--- src/rtl/cpu_types_pkg.sv ---
// Shared CPU types: ALU opcodes, machine word and the ALU arbiter state/flag types.
package cpu_types_pkg;

   localparam int WORD_BITS = 32;

   typedef logic [WORD_BITS-1:0] word_t;

   typedef enum logic [3:0] {
      ALU_SLL  = 4'd0,
      ALU_SRL  = 4'd1,
      ALU_ADD  = 4'd2,
      ALU_SUB  = 4'd3,
      ALU_AND  = 4'd4,
      ALU_OR   = 4'd5,
      ALU_XOR  = 4'd6,
      ALU_NOR  = 4'd7,
      ALU_SLT  = 4'd8,
      ALU_SLTU = 4'd9
   } aluop_t;

   typedef enum logic [1:0] {ARB_IDLE, ARB_EXEC, ARB_RESP} alu_arb_state_t;

   typedef struct packed {
      logic n;
      logic v;
      logic z;
   } alu_flags_t;

endpackage

--- src/rtl/alu_arbiter_rr_arbiter.sv ---
// Combinational round-robin picker: one-hot grant to the first request at or after ptr.
module rr_arbiter #(
   parameter int NREQ  = 2,
   parameter int PTR_W = 1
) (
   input  logic [NREQ-1:0]  req,
   input  logic [PTR_W-1:0] ptr,
   output logic [NREQ-1:0]  grant
);

   logic found;

   // Outer loop walks the search offset so the nearest requester after ptr wins.
   always_comb begin
      grant = '0;
      found = 1'b0;
      for (int off = 0; off < NREQ; off++) begin
         for (int i = 0; i < NREQ; i++) begin
            if (!found && req[i] && (i == ((int'(ptr) + off) % NREQ))) begin
               grant[i] = 1'b1;
               found    = 1'b1;
            end
         end
      end
   end

endmodule

--- src/rtl/alu_arbiter.sv ---
// Shares one ALU between NREQ valid/ready requesters (IDLE -> EXEC -> RESP).
// Define ALU_ARB_FIXED_PRIO_EN for lowest-index-wins instead of round-robin.
module alu_arbiter
   import cpu_types_pkg::*;
#(
   parameter int NREQ   = 2,
   parameter int WORD_W = WORD_BITS
) (
   input  logic                   CLK,
   input  logic                   nRST,
   input  logic [NREQ-1:0]        req_valid,
   input  logic [NREQ*4-1:0]      req_aluop,
   input  logic [NREQ*WORD_W-1:0] req_porta,
   input  logic [NREQ*WORD_W-1:0] req_portb,
   output logic [NREQ-1:0]        req_ready,
   output logic [NREQ-1:0]        rsp_valid,
   input  logic [NREQ-1:0]        rsp_ready,
   output logic [WORD_W-1:0]      rsp_porto,
   output logic [2:0]             rsp_flags,
   output logic [3:0]             alu_aluop,
   output logic [WORD_W-1:0]      alu_porta,
   output logic [WORD_W-1:0]      alu_portb,
   input  logic [WORD_W-1:0]      alu_porto,
   input  logic                   alu_n,
   input  logic                   alu_v,
   input  logic                   alu_z,
   output logic                   busy
);

   localparam int OWN_W = (NREQ > 1) ? $clog2(NREQ) : 1;

   alu_arb_state_t   state;
   logic [OWN_W-1:0] owner;
   logic [NREQ-1:0]  grant;
   logic [OWN_W-1:0] grant_idx;

`ifdef ALU_ARB_FIXED_PRIO_EN
   logic fix_found;

   always_comb begin
      grant     = '0;
      fix_found = 1'b0;
      for (int i = 0; i < NREQ; i++) begin
         if (!fix_found && req_valid[i]) begin
            grant[i]  = 1'b1;
            fix_found = 1'b1;
         end
      end
   end
`else
   logic [OWN_W-1:0] rr_ptr;

   rr_arbiter #(
      .NREQ  (NREQ),
      .PTR_W (OWN_W)
   ) u_rr_arbiter (
      .req   (req_valid),
      .ptr   (rr_ptr),
      .grant (grant)
   );
`endif

   always_comb begin
      grant_idx = '0;
      for (int i = 0; i < NREQ; i++) begin
         if (grant[i]) grant_idx = OWN_W'(i);
      end
   end

   // The grant is offered only from a live IDLE state, so nothing is accepted while held in reset.
   assign req_ready = (nRST && (state == ARB_IDLE)) ? grant : '0;

   always_ff @(posedge CLK or negedge nRST) begin
      if (!nRST) begin
         state     <= ARB_IDLE;
         owner     <= '0;
         rsp_valid <= '0;
         rsp_porto <= '0;
         rsp_flags <= '0;
         alu_aluop <= ALU_SLL;
         alu_porta <= '0;
         alu_portb <= '0;
         busy      <= 1'b0;
`ifndef ALU_ARB_FIXED_PRIO_EN
         rr_ptr    <= '0;
`endif
      end else begin
         case (state)
            ARB_IDLE: begin
               if (|grant) begin
                  alu_aluop <= req_aluop[grant_idx*4 +: 4];
                  alu_porta <= req_porta[grant_idx*WORD_W +: WORD_W];
                  alu_portb <= req_portb[grant_idx*WORD_W +: WORD_W];
                  owner     <= grant_idx;
                  busy      <= 1'b1;
                  state     <= ARB_EXEC;
               end
            end
            ARB_EXEC: begin
               rsp_porto <= alu_porto;
               rsp_flags <= alu_flags_t'{n: alu_n, v: alu_v, z: alu_z};
               rsp_valid <= NREQ'(1) << owner;
               state     <= ARB_RESP;
            end
            ARB_RESP: begin
               if (rsp_ready[owner]) begin
                  rsp_valid <= '0;
                  busy      <= 1'b0;
                  state     <= ARB_IDLE;
`ifndef ALU_ARB_FIXED_PRIO_EN
                  rr_ptr    <= (int'(owner) == NREQ - 1) ? '0 : owner + 1'b1;
`endif
               end
            end
            default: begin
               state <= ARB_IDLE;
               busy  <= 1'b0;
            end
         endcase
      end
   end

endmodule
--- config.mk ---
export PLATFORM = sky130hd
export DESIGN_NAME = alu_arbiter
export DESIGN_NICKNAME = d
export VERILOG_FILES = /design/src/rtl/cpu_types_pkg.sv /design/src/rtl/alu_arbiter_rr_arbiter.sv /design/src/rtl/alu_arbiter.sv
export SDC_FILE = /design/constraint.sdc
export NUM_CORES = 1
export LEC_CHECK = 0
export CAP_MARGIN = 20
export CORE_ASPECT_RATIO = 0.8
export CORE_MARGIN = 2
export CORE_UTILIZATION = 39
export CTS_BUF_LIST = sky130_fd_sc_hd__clkbuf_16
export DETAILED_ROUTE_END_ITERATION = 6
export GPL_TIMING_DRIVEN = 0
export PLACE_DENSITY = 0.82
export SETUP_SLACK_MARGIN = 0.2
export SLEW_MARGIN = 20
export SYNTH_ARGS = -nofsm -noshare
export SYNTH_HDL_FRONTEND = slang
export SYNTH_SLANG_ARGS = --single-unit
--- constraint.sdc ---
create_clock -name CLK -period 1.7 [get_ports CLK]
set_input_delay 0.425 -clock CLK [delete_from_list [all_inputs] [get_ports CLK]]
set_output_delay 0.425 -clock CLK [all_outputs]
set_load 0.01 [all_outputs]
==> reports/metrics.csv <==
stage,metric,value,unit
yosys,Post-synth EDFFs,0,
global_routing,total gr overflow,0,
critical_path,Critical Path Most Common Cell,buf_6,
drt,Iteration-0 DRC Markers,334,
critical_path,slowest library cell on the worst path,dfrtp_2,
timing,# setup viols final,2,
global_routing,global-route usage over all layers,0.271,
timing,Slew headroom,0.618,
global_routing,vias in the first global route,5655,
yosys,Cell variety after synth,25,
timing,final hold viol count,52,
yosys,Synth Net Count,759,
power,switching portion of total power,0.393,
timing,final setup margin,-0.195,ns
yosys,Post-Syn Area per Cell,8.78,um2
timing,Max Slew Vio Count,0,
die,Die Y,106,um
power,Comb pwr share,0.539,
power,Flop pwr share,0.322,
timing,f_max,528,MHz
die,die footprint,0.0140,mm2
drt,DR pass1 iterations,5,
placement,final RePlAce weighted congestion,0.877,
power,peak supply drop,0.000783,V
die,Die Width,132,um
clocking,clock net sink count,110,
drt,Post-DRT Antenna Nets,0,
timing,Worst-Margin Slew,0.573,ns
placement,port buffer count,283,
critical_path,arrival time worst endpoint,1.47,ns
run_status,violated checks,"negative hold slack, negative setup slack",
power,clock network fraction of total power,0.139,
die,Rows,37,
critical_path,crit path cell chain,and2b_2 > buf_6 > nor2_4 > and3_4 > buf_6,
clocking,number of buffers created by CTS,9,
timing,Final Cycle Share,1.11,
drt,vias per cell,5.40,
critical_path,Worst Setup Start Kind,register,
timing,Fin Clk Skew,0.00855,ns
clocking,maximum clock path buffer count,2,
finish,share of layout cells above drive strength 1,0.110,
power,Psw,5.65,mW
yosys,"FF+latch count, synth",110,
die,io pins,285,
global_routing,first-pass GRT wire length,30000,um
power,Power Density,1620,mW/mm2
timing,hold_ws,-0.0558,ns
finish,Nets,1074,
critical_path,Required @ worst endpoint,1.27,ns
drt,# DRC,0,
global_routing,largest net degree at the start of global routing,55,
yosys,Synth Flop Type,dfrtp_1,
critical_path,CP peak stage delay,0.39,ns
clocking,CTS tree,done,
critical_path,FF-to-FF path depth,8,
global_routing,initial antenna violation count,0,
yosys,synth warn,0,
yosys,fraction of registers with async set/reset,1.00,
run_status,status,finished with violations,
finish,Post-Layout Inst Area,0.00889,mm2
finish,ANT cells,0,
timing,Final min period,1.89,ns
yosys,Mapped Cells,582,
yosys,Synth Cell Area,0.00511,mm2
critical_path,WS Path Type,reg2out,
die,core area,0.0128,mm2
finish,area grow syn2layout,74.0,%
timing,Setup TNS,-0.348,ns
drt,Vias,5812,
worst_hold_path,type of the tightest min-delay check,in2async,
clocking,H-Tree Depth,3,
clocking,Worst-path clk slew,0.07,ns
power,Internal Power,8.74,mW
drt,Post-Route WL,20000,um
clocking,latest clock arrival within the worst-skew pair,0.35,ns
placement,hpwl dp,14100,um
critical_path,Critical Path End Type,output pin,
clocking,root buf cell,clkbuf_16,
critical_path,crit path max fanout,2,
die,starting density of the core,0.399,
drt,wire length per cell,18.6,um
run,max_cap viols,0,
yosys,post-synthesis sequential area ratio,0.539,
placement,DP Area,0.00822,mm2
timing,RSZ-0062 raised after global routing,yes,
power,static leakage,3.84,nW
## power groups by stage
stage	sequential, mW	combinational [mW]	clock (mW)
floorplan	5.23	2.88	0
global placement	4.65	7.38	0
detailed placement	4.69	7.50	0
CTS	4.60	6.93	2.03
global route	4.79	8.41	2.13
finish	4.63	7.75	2.01
## per-layer routing
metal	GRT usage	wire [um]	vias up
met5	0	0	-
met2	0.459	9890	288
met1	0.329	7780	2783
li1	-	-	2702
met4	0.0800	488	0
met3	0.0920	1850	39
## placed cells by master (no fill, tap or decap), types with 18 or more instances in the layout
master,netlist,final
clkdlybuf4s50_1,0,173
dfrtp_1,110,109
nand2_1,105,105
dlygate4sd2_1,0,98
a21oi_1,75,71
o21ai_0,70,69
nand3_1,69,68
a31oi_1,68,68
clkbuf_16,0,18
## registers in the layout (all words and copies together) (netlist names)
register	cells
rr_ptr	1
rsp_valid	2
state	2
rsp_porto	32
alu_aluop	4
rsp_flags	3
alu_portb	32
busy	1
alu_porta	32
owner	1
## worst paths after layout
| check | from | endpoint | slack (ns) |
|---|---|---|---|
| worst max-delay path | rr_ptr | req_ready[1] | -0.19 |
| worst min-delay path | nRST | rsp_porto[15] | -0.06 |
| worst max register to register | state[1] | alu_porta[1] | 0.09 |
| worst min register to register | rsp_porto[8] | rsp_porto[8] | 0.47 |
| max in group asynchronous | nRST | alu_porta[0] | 1.13 |
| min in group CLK | rsp_porto[8] | rsp_porto[8] | 0.47 |
## stage by stage
stage / instances / total power, mW / util / worst slack [ns]
floorplan: 582 / 8.11 / - / 0.187
global placement: 1040 / 12.0 / 0.639 / -4.53
detailed placement: 1041 / 12.2 / 0.641 / -0.989
CTS: 1065 / 13.6 / 0.665 / -0.222
global route: 1077 / 15.3 / 0.694 / -0.237
finish: 1077 / 14.4 / 0.694 / -0.195
## logic make-up after synthesis
group	synth area share
and+or+nand+nor	0.162
muxes	0.00220
DFF	0.539
buffers and inverters	0.0646
AOI/OAI and AO/OA	0.233
## cell type report
| class | instances | area, um2 |
|---|---|---|
| multi-input cells | 406 | 2080 |
| inverters | 3 | 11.3 |
| flip-flops and latches | 110 | 2750 |
| fillers | 1088 | 3930 |
| repair buffers | 304 | 3080 |
| clock inverters | 7 | 48.8 |
| clock buffers | 9 | 225 |
| plain buffers | 63 | 475 |
| well taps | 175 | 219 |
## timing repair
action / CTS / global route
setup endpoints to repair: 197 / 98
buffers inserted: 7 / 3
cloned: 1 / 9
pin swaps: 2 / 2
gates resized for setup: 156 / 41
hold endpoints to repair: 52 / 52
## synthesized netlist by cell type, types with 2 or more instances
library cell / count / area [um2]
dfrtp_1: 110 / 2750
nand2_1: 105 / 394
a21oi_1: 75 / 375
o21ai_0: 70 / 350
nand3_1: 69 / 345
a31oi_1: 68 / 425
clkbuf_1: 35 / 131
buf_2: 18 / 90.1
buf_6: 8 / 90.1
nand2b_1: 3 / 18.8
a311oi_1: 2 / 17.5
buf_1: 2 / 7.51
inv_1: 2 / 7.51
nand3b_1: 2 / 15.0
nor2_1: 2 / 7.51
nor2b_1: 2 / 12.5
## critical path, delay by kind of cell (launching register included)
kind / cells / cell delay [ns]
AND/OR/NAND/NOR: 3 / 0.50
flip-flops: 1 / 0.39
buffers and inverters: 2 / 0.23
Power figures use the tool's default switching activity.
